**src/rtl/load_store_unit_pkg.sv**
```systemverilog
// Shared types, widths and access-size codes for the memory-stage load/store unit.
package load_store_unit_pkg;

  localparam int unsigned XLEN = 32;
  localparam int unsigned BE_W = XLEN / 8;

  localparam logic [2:0] LSU_B  = 3'b000;
  localparam logic [2:0] LSU_H  = 3'b001;
  localparam logic [2:0] LSU_W  = 3'b010;
  localparam logic [2:0] LSU_BU = 3'b100;
  localparam logic [2:0] LSU_HU = 3'b101;

  typedef enum logic {
    LSU_IDLE = 1'b0,
    LSU_BUSY = 1'b1
  } lsu_state_e;

  typedef struct packed {
    logic            we;
    logic [XLEN-1:0] addr;
    logic [XLEN-1:0] wdata;
    logic [BE_W-1:0] be;
  } dmem_req_t;

  // Illegal size code for the direction, or address not aligned to the access size
  function automatic logic accessFault(input logic [2:0] funct3, input logic isWrite,
                                       input logic [1:0] addrLow);
    logic f;
    f = 1'b0;
    case (funct3)
      LSU_B:   f = 1'b0;
      LSU_H:   f = addrLow[0];
      LSU_W:   f = |addrLow;
      LSU_BU:  f = isWrite;
      LSU_HU:  f = isWrite | addrLow[0];
      default: f = 1'b1;
    endcase
    return f;
  endfunction

endpackage

```
**src/rtl/load_store_unit_if.sv**
```systemverilog
// Data-memory request/acknowledge port.
interface load_store_unit_if;
  import load_store_unit_pkg::*;

  logic            dmemReq;
  logic            dmemWe;
  logic [XLEN-1:0] dmemAddr;
  logic [XLEN-1:0] dmemWdata;
  logic [BE_W-1:0] dmemBe;
  logic            dmemAck;
  logic [XLEN-1:0] dmemRdata;

  modport master (
    output dmemReq, dmemWe, dmemAddr, dmemWdata, dmemBe,
    input  dmemAck, dmemRdata
  );

  modport slave (
    input  dmemReq, dmemWe, dmemAddr, dmemWdata, dmemBe,
    output dmemAck, dmemRdata
  );

endinterface

```
**src/rtl/load_store_unit_load_align.sv**
```systemverilog
// Selects the addressed byte/half of a read word and sign- or zero-extends it.
module load_align
  import load_store_unit_pkg::*;
(
  input  logic [XLEN-1:0] rdata,
  input  logic [1:0]      byteOff,
  input  logic [2:0]      funct3,
  output logic [XLEN-1:0] result_c
);

  logic [7:0]  lane;
  logic [15:0] half;

  always_comb begin
    lane     = rdata[{byteOff, 3'b000} +: 8];
    half     = byteOff[1] ? rdata[31:16] : rdata[15:0];
    result_c = rdata;
    case (funct3)
      LSU_B:   result_c = {{24{lane[7]}}, lane};
      LSU_BU:  result_c = {24'h000000, lane};
      LSU_H:   result_c = {{16{half[15]}}, half};
      LSU_HU:  result_c = {16'h0000, half};
      default: result_c = rdata;
    endcase
  end

endmodule

```
**src/rtl/load_store_unit.sv**
```systemverilog
// Memory-stage load/store unit: one request/ack transaction per load or store,
// with store lane formatting, load extension and pipeline stall.
module load_store_unit
  import load_store_unit_pkg::*;
(
  input  logic              i_clk,
  input  logic              i_rstn,
  input  logic              i_valid,
  input  logic              i_memRead,
  input  logic              i_memWrite,
  input  logic [2:0]        i_funct3,
  input  logic [XLEN-1:0]   i_addr,
  input  logic [XLEN-1:0]   i_storeData,
  output logic              o_stall,
  output logic [XLEN-1:0]   o_loadData,
  output logic              o_loadValid,
  output logic              o_memFault,
  load_store_unit_if.master dmem
);

  localparam logic [BE_W-1:0] BE_LANE0 = BE_W'(1);
  localparam logic [BE_W-1:0] BE_ALL   = '1;

  lsu_state_e      state;
  dmem_req_t       reqQ;
  logic [1:0]      offQ;
  logic [2:0]      funct3Q;

  logic            access;
  logic            fault;
  logic            newOp;
  logic [XLEN-1:0] storeWdata;
  logic [BE_W-1:0] storeBe;
  logic [XLEN-1:0] alignedData;

  // Faults are only reported for an op that would otherwise start a transaction
  assign access     = i_valid & (i_memRead | i_memWrite);
  assign fault      = accessFault(i_funct3, i_memWrite, i_addr[1:0]);
  assign o_memFault = i_rstn & access & (state == LSU_IDLE) & fault;
  assign newOp      = i_rstn & access & (state == LSU_IDLE) & ~fault;

  always_comb begin
    o_stall = 1'b0;
    case (state)
      LSU_IDLE: o_stall = newOp;
      LSU_BUSY: o_stall = i_rstn & ~dmem.dmemAck;
      default:  o_stall = 1'b0;
    endcase
  end

  // Store lane replication and byte enables; loads always read the full word
  always_comb begin
    storeWdata = i_storeData;
    storeBe    = BE_ALL;
    if (i_memWrite) begin
      case (i_funct3)
        LSU_B: begin
          storeWdata = {4{i_storeData[7:0]}};
          storeBe    = BE_LANE0 << i_addr[1:0];
        end
        LSU_H: begin
          storeWdata = {2{i_storeData[15:0]}};
          storeBe    = i_addr[1] ? 4'b1100 : 4'b0011;
        end
        default: begin
          storeWdata = i_storeData;
          storeBe    = BE_ALL;
        end
      endcase
    end
  end

  load_align u_loadAlign (
    .rdata    (dmem.dmemRdata),
    .byteOff  (offQ),
    .funct3   (funct3Q),
    .result_c (alignedData)
  );

  always_ff @(posedge i_clk or negedge i_rstn) begin
    if (!i_rstn) begin
      state       <= LSU_IDLE;
      reqQ        <= '0;
      offQ        <= 2'b00;
      funct3Q     <= 3'b000;
      o_loadData  <= '0;
      o_loadValid <= 1'b0;
    end else begin
      o_loadValid <= 1'b0;
      case (state)
        LSU_IDLE: begin
          if (newOp) begin
            reqQ.we    <= i_memWrite;
            reqQ.addr  <= {i_addr[XLEN-1:2], 2'b00};
            reqQ.wdata <= storeWdata;
            reqQ.be    <= storeBe;
            offQ       <= i_addr[1:0];
            funct3Q    <= i_funct3;
            state      <= LSU_BUSY;
          end
        end
        LSU_BUSY: begin
          if (dmem.dmemAck) begin
            state <= LSU_IDLE;
            if (!reqQ.we) begin
              o_loadData  <= alignedData;
              o_loadValid <= 1'b1;
            end
          end
        end
        default: state <= LSU_IDLE;
      endcase
    end
  end

  // Bus fields come straight from the latched request so they hold until ack
  assign dmem.dmemReq   = (state == LSU_BUSY);
  assign dmem.dmemWe    = reqQ.we;
  assign dmem.dmemAddr  = reqQ.addr;
  assign dmem.dmemWdata = reqQ.wdata;
  assign dmem.dmemBe    = reqQ.be;

endmodule

```
**src/flat_wrapper.sv**
```systemverilog
// flat-port wrapper written by rule: the top's interface ports become plain ports
module load_store_unit_flat import load_store_unit_pkg::*;
  (i_clk, i_rstn, i_valid, i_memRead, i_memWrite, i_funct3, i_addr, i_storeData, o_stall, o_loadData, o_loadValid, o_memFault, dmem_dmemReq, dmem_dmemWe, dmem_dmemAddr, dmem_dmemWdata, dmem_dmemBe, dmem_dmemAck, dmem_dmemRdata);
  load_store_unit_if dmem_i ();
  input  logic i_clk;
  input  logic i_rstn;
  input  logic i_valid;
  input  logic i_memRead;
  input  logic i_memWrite;
  input  logic [2:0] i_funct3;
  input  logic [XLEN-1:0] i_addr;
  input  logic [XLEN-1:0] i_storeData;
  output logic o_stall;
  output logic [XLEN-1:0] o_loadData;
  output logic o_loadValid;
  output logic o_memFault;
  output wire logic [$bits(dmem_i.dmemReq)-1:0] dmem_dmemReq;
  output wire logic [$bits(dmem_i.dmemWe)-1:0] dmem_dmemWe;
  output wire logic [$bits(dmem_i.dmemAddr)-1:0] dmem_dmemAddr;
  output wire logic [$bits(dmem_i.dmemWdata)-1:0] dmem_dmemWdata;
  output wire logic [$bits(dmem_i.dmemBe)-1:0] dmem_dmemBe;
  input wire logic [$bits(dmem_i.dmemAck)-1:0] dmem_dmemAck;
  input wire logic [$bits(dmem_i.dmemRdata)-1:0] dmem_dmemRdata;
  assign dmem_dmemReq = dmem_i.dmemReq;
  assign dmem_dmemWe = dmem_i.dmemWe;
  assign dmem_dmemAddr = dmem_i.dmemAddr;
  assign dmem_dmemWdata = dmem_i.dmemWdata;
  assign dmem_dmemBe = dmem_i.dmemBe;
  assign dmem_i.dmemAck = dmem_dmemAck;
  assign dmem_i.dmemRdata = dmem_dmemRdata;
  load_store_unit u_core (.i_clk(i_clk), .i_rstn(i_rstn), .i_valid(i_valid), .i_memRead(i_memRead), .i_memWrite(i_memWrite), .i_funct3(i_funct3), .i_addr(i_addr), .i_storeData(i_storeData), .o_stall(o_stall), .o_loadData(o_loadData), .o_loadValid(o_loadValid), .o_memFault(o_memFault), .dmem(dmem_i));
endmodule
```
**config.mk**
```make
export PLATFORM = sky130hd
export DESIGN_NAME = load_store_unit_flat
export DESIGN_NICKNAME = d
export VERILOG_FILES = /design/src/rtl/load_store_unit_pkg.sv /design/src/rtl/load_store_unit_if.sv /design/src/rtl/load_store_unit_load_align.sv /design/src/rtl/load_store_unit.sv /design/src/flat_wrapper.sv
export SDC_FILE = /design/constraint.sdc
export NUM_CORES = 1
export LEC_CHECK = 0
export ABC_CLOCK_PERIOD_IN_PS = 2140
export BUFFER_PORTS_ARGS = -buffer_cell sky130_fd_sc_hd__buf_4
export CAP_MARGIN = 20
export CELL_PAD_IN_SITES_DETAIL_PLACEMENT = 0
export CELL_PAD_IN_SITES_GLOBAL_PLACEMENT = 1
export CORE_MARGIN = 2
export CORE_UTILIZATION = 34
export CTS_CLUSTER_SIZE = 40
export DETAILED_ROUTE_END_ITERATION = 12
export GPL_TIMING_DRIVEN = 0
export PLACE_DENSITY = 0.84
export SLEW_MARGIN = 20
export SYNTH_ARGS = -nofsm -noshare
export SYNTH_HDL_FRONTEND = slang
export SYNTH_SLANG_ARGS = --single-unit
export TNS_END_PERCENT = 50
```
**constraint.sdc**
```tcl
create_clock -name i_clk -period 2.14 [get_ports i_clk]
set_clock_uncertainty 0.15 [all_clocks]
set_input_delay 0.321 -clock i_clk [delete_from_list [all_inputs] [get_ports i_clk]]
set_output_delay 0.321 -clock i_clk [all_outputs]
set_load 0.1 [all_outputs]
```
Word-level counts from Yosys, hierarchy flattened:

Cells that the tools add are included.

* equality and inequality tests: 7
* bitwise logic cells: 12
* reductions and logical operators: 5
* muxes and demuxes: 15
* shifts and indexed selects: 2

Operators with widths (count)
* 32-bit one-hot mux with 4 select lines: 1
* 32-bit one-hot mux with 2 select lines: 1
* 32-bit two-way mux: 1
* 32-bit by 6-bit variable part select with 8-bit output: 1
* 16-bit two-way mux: 1
* 3-bit equality test, second input constant: 4
* 4-bit two-way mux: 2
* 4-bit one-hot mux with 2 select lines: 1
* 1-bit AND: 6
* 3-bit by 1-bit equality test with 1-bit output, second input constant: 2
* 3-bit zero test: 2
* 1-bit two-way mux: 5
* 1-bit one-hot mux with 5 select lines: 1
* 1-bit NOT: 4
* 1-bit one-hot mux with 2 select lines: 2
* 1-bit by 2-bit << shifter with 4-bit output, first input constant: 1
* 3-bit by 2-bit equality test with 1-bit output, second input constant: 1
* 3-bit AND reduction: 1
* 1-bit OR: 2
* 2-bit AND reduction: 1
* 2-bit OR reduction: 1

* register bits: 106
* logic and storage cells: 50
* output and inout port bits: 105

Logic depth before layout (Yosys ltp):

* word-level depth: 7
* gate-level depth with buffers: 6
* depth with buffers taken out: 5

Hierarchy:

Synthesis repeated with hierarchy kept, for this count alone.

* cell total of the unflattened synthesis: 375
* area total of the unflattened synthesis: 5285.1 µm²

By module, submodules not included
* load_store_unit: area each 4439.3 µm², cells an instance 279, times used 1, seq. area each 2652.5 µm²
* load_align: area each 845.8 µm², cells an instance 96, times used 1, seq. area each 0.0 µm²

Worst setup path after synthesis:

No wires, ideal clock.

* path kind: register -> output
* from: register u_core.state, in the netlist u_core.dmem.dmemReq
* to: output port o_memFault
* arrival time: 2994 ps
* slack: -1325 ps
* cell stages (with the launch flop): 2
* path buffers: 0
* cell sequence: dfrtp_1 nor3_1

* cells in the longest elaborated chain, start to end: 3

RTL lines
* start: declaration: line load_store_unit.sv:24 `lsu_state_e state;`
* start signal: assignment: line load_store_unit.sv:82 `state <= LSU_IDLE;`
* start signal: assignment: line load_store_unit.sv:99 `state <= LSU_BUSY;`
* start signal: assignment: line load_store_unit.sv:104 `state <= LSU_IDLE;`
* 1-bit NOT (no source line)
* 1-bit AND (2 in a row): line load_store_unit.sv:39 `assign o_memFault = i_rstn & access & (state == LSU_IDLE) & fault;`
* end: declaration: line flat_wrapper.sv:16 `output logic o_memFault;`

Every way passes these cells.

Worst setup path after layout:

* from: input port i_funct3[2]
* to: output port o_stall

* cells in the longest elaborated chain, start to end: 5
* elaborated cells on any way between the ends: 9
* those cells by class: eq/ne (4); mux (2); bitwise (2); reduce/logical (1)

RTL lines
* start: declaration: line flat_wrapper.sv:10 `input logic [2:0] i_funct3;`
* 3-bit equality test, or another cell as far along: line load_store_unit_pkg.sv:30 `case (funct3)`
* 1-bit one-hot mux with 5 select lines (*): line load_store_unit_pkg.sv:30
* 1-bit NOT (*): line load_store_unit.sv:40 `assign newOp = i_rstn & access & (state == LSU_IDLE) & ~fault;`
* 1-bit AND (*): line load_store_unit.sv:40
* 1-bit one-hot mux with 2 select lines (*): line load_store_unit.sv:44 `case (state)`
* end: declaration: line flat_wrapper.sv:13 `output logic o_stall;`

Every way passes the cells marked *; elsewhere a longest branch is shown, timed or not.

==> impl_metrics.toml <==
[drt]
drc_errors = 0
drt_iter0_drc = 312
dr.pass1.iters = 4
wl_per_cell_um = 16.8
routed_via_density = 4.93
ant_nets = 0
vias = 4755
drt-total-wl_um = 16200

[synthesis]
synth_edf_count = 0
synth.area.top_cells = "dfrtp_1 56%, nand2_1 14%, a21oi_1 5.8%, mux2i_1 4.2%, nor2_1 3.5%"
ys_seq_area_frac = 0.555
synth_seq_cells = 106
ys_async_sr_fraction = 1.00
synth_area_per_cell_um2 = 8.85
syn-cell-area_mm2 = 0.00478
yosysTopAreaCellShare = 0.555
syn_inst = 540
synth_warnings = 0
synthFlopType = "dfrtp_1"
synth_area_leader_cell = "dfrtp_1"
synthDistinctLibCells = 36

[grt]
grt_max_degree = 55
antenna_found_initial = 0
grt_usage = 0.218
overflow = 0
grt_pass1_vias = 4769
grt_first_pass_wirelength_um = 25000

[clock_network]
cts.path.max_buffers = 2
insertion_delay_ns = 0.36
cts_root_buffer = "clkbuf_16"
htreeDepth = 3
cts_tree = "built"
clock-sinks = 106
cts_buffers = 9
path_clk_slew_ns = 0.07

[power]
netSwitchingFraction = 0.578
power.switching_mw = 6.74
leakagePower_nw = 3.60
pwr-share-clk = 0.148
p_int_mw = 4.92
powerDensity_mw_per_mm2 = 1610
p_seq_frac = 0.259
combPwrFrac = 0.593
ir_drop_v = 0.000810

[cells_and_area]
filler_cell_count = 1288
n_antenna_cell = 0
drive_gt1_frac = 0.332
area_delta_synth_final_pct = 51.0
design_area_mm2 = 0.00722
final_cells = 965
nets = 886

[timing]
finalSetupViolations = 1
fin_crit_ns = 2.22
hold_viol_final = 0
rsz0062_at_grt = "yes"
drv_slew = 0
slew_headroom = 0.437
layout_setup_ws_ns = -0.0764
fmax_mhz = 451
fin_crit_sh = 1.04
tightest_slew_ns = 0.842

[run_status]
status = "finished, violations left"
failed_checks = "setup timing"

[floorplanning]
start_util = 0.346
die_area_mm2 = 0.0150
die_h_um = 123
fp.dieW_um = 123
coreArea_mm2 = 0.0138
io_pins = 210
rows = 43

[critical_path]
critPathArrivalTime_ns = 1.75
crit_required_ns = 1.67
startpoint_type = "primary input"
critPathKind = "in2out"
critPathCaptureType = "primary output"
path_max_fanout = 5

[job]
max-cap-violations = 0

[placement]
port-buffer-count = 207
dp_cells = 928
placed_area_mm2 = 0.00658
dp_hpwl_um = 11800
globalplace.congestion = 0.847

[min_path]
hp-class = "in2reg"
[area by class of cell]
type	instances	area, µm²	area share
buffer	35	164	0.0227
tap	180	225	0.0312
inverter	3	11.3	0.00156
clock inverter	6	75.1	0.0104
timing repair buffer	229	1850	0.257
clock buffer	9	225	0.0312
multi-input combinational	397	2010	0.279
sequential	106	2650	0.368
[routing by layer]
| layer | vias up | routed length (µm) | GRT usage |
|---|---|---|---|
| met1 | 2252 | 6720 | 0.277 |
| met4 | 0 | 370 | 0.0948 |
| met2 | 198 | 7680 | 0.344 |
| li1 | 2282 | - | - |
| met5 | - | 0 | 0 |
| met3 | 23 | 1470 | 0.0678 |
[cell usage after synthesis (all sizes together), types with 4 or more instances]
master	n
buf	16
a31oi	12
nor2b	4
a21oi	55
mux2i	20
dfrtp	106
nand2	182
o221ai	7
o21ai	32
or3	7
o31ai	5
clkbuf	19
nor2	46
[what timing repair did]
item	in CTS	in global routing
cloned	1	0
hold endpoints to repair	120	0
resized for setup	13	9
pin swaps	2	3
setup endpoints to repair	84	26
hold buffers	17	0
setup buffers	1	3
[through the flow]
step | total power, mW | hold WS [ns] | worst slack, ns | utilization | setup TNS [ns]
2_1_floorplan | 8.29 | -0.125 | 0.0339 | - | 0
3_3_place_gp | 9.84 | 0.312 | -1.35 | 0.476 | -77.20
3_5_place_dp | 9.90 | 0.314 | -1.06 | 0.476 | -54.52
4_1_cts | 11.7 | 0.000666 | -0.0850 | 0.518 | -0.0850
5_1_grt | 12.1 | 0.00299 | -0.0967 | 0.522 | -0.250
6_report | 11.7 | 0.00292 | -0.0764 | 0.522 | -0.0764
[sequential cells by signal (all words and copies together), names as in the netlist]
register and count:
u_core.dmem.dmemAddr 30, u_core.dmem.dmemBe 4, u_core.dmem.dmemReq 1, u_core.dmem.dmemWdata 32, u_core.dmem.dmemWe 1, u_core.funct3Q 3
u_core.o_loadData 32, u_core.o_loadValid 1, u_core.offQ 2
[worst max-delay path, stage by stage]
cell     delay (ns)
buf_8          0.10
or4_4          0.55
a211o_4        0.37
o21ai_4        0.07
and2_4         0.16
buf_12         0.16
[path summary, 6_finish.rpt]
kind | from | endpoint | slack [ns] | cells past startpoint
worst max-delay path | i_funct3[2] | o_stall | -0.08 | 6
worst min-delay path | i_addr[3] | u_core.dmem.dmemAddr[3] | 0.003 | 3
worst max register to register | u_core.offQ[1] | u_core.o_loadData[28] | 0.10 | 5
worst min register to register | u_core.dmem.dmemAddr[19] | u_core.dmem.dmemAddr[19] | 0.33 | 2
max in group asynchronous | i_rstn | u_core.dmem.dmemAddr[26] | 1.15 | 3
min in group asynchronous | i_rstn | u_core.dmem.dmemAddr[5] | 0.45 | 3
[power by group through the flow]
stage / Sequential [mW] / Clock [mW] / Combinational, mW
floorplan: 7.41 / 0 / 0.879
CTS: 3.02 / 1.76 / 6.91
global route: 3.10 / 1.84 / 7.17
detailed placement: 3.04 / 0 / 6.86
finish: 3.02 / 1.73 / 6.91
global placement: 3.02 / 0 / 6.81
[cells in the final DEF, fill, tap and decap left out, types with 2 or more instances in the layout]
cell | netlist | routed
clkbuf_1 | 19 | 18
nor2b_1 | 4 | 3
buf_2 | 11 | 10
nor2_1 | 45 | 45
buf_4 | 4 | 211
o31ai_1 | 5 | 5
o21ai_0 | 27 | 26
clkbuf_16 | 0 | 9
dlygate4sd3_1 | 0 | 16
conb_1 | 1 | 2
buf_16 | 0 | 2
dfrtp_1 | 106 | 105
nand3b_1 | 3 | 3
or3_1 | 7 | 7
o221ai_1 | 7 | 7
o21ba_2 | 2 | 2
nand2b_1 | 3 | 3
nor3b_1 | 2 | 2
inv_1 | 2 | 2
mux2i_1 | 20 | 20
o21ai_4 | 0 | 2
buf_8 | 0 | 2
nand2_1 | 182 | 182
a31oi_1 | 12 | 12
a211oi_1 | 2 | 2
o21ai_1 | 5 | 4
clkinv_4 | 0 | 2
a21oi_1 | 55 | 55
[cell families after synthesis]
logic type,synth area share
buffers and inverters,0.0359
flip-flops,0.555
AO/OA/AOI/OAI,0.145
other,0.000785
AND/OR/NAND/NOR,0.215
multiplexers,0.0490
(Power assumes the default switching activity.)
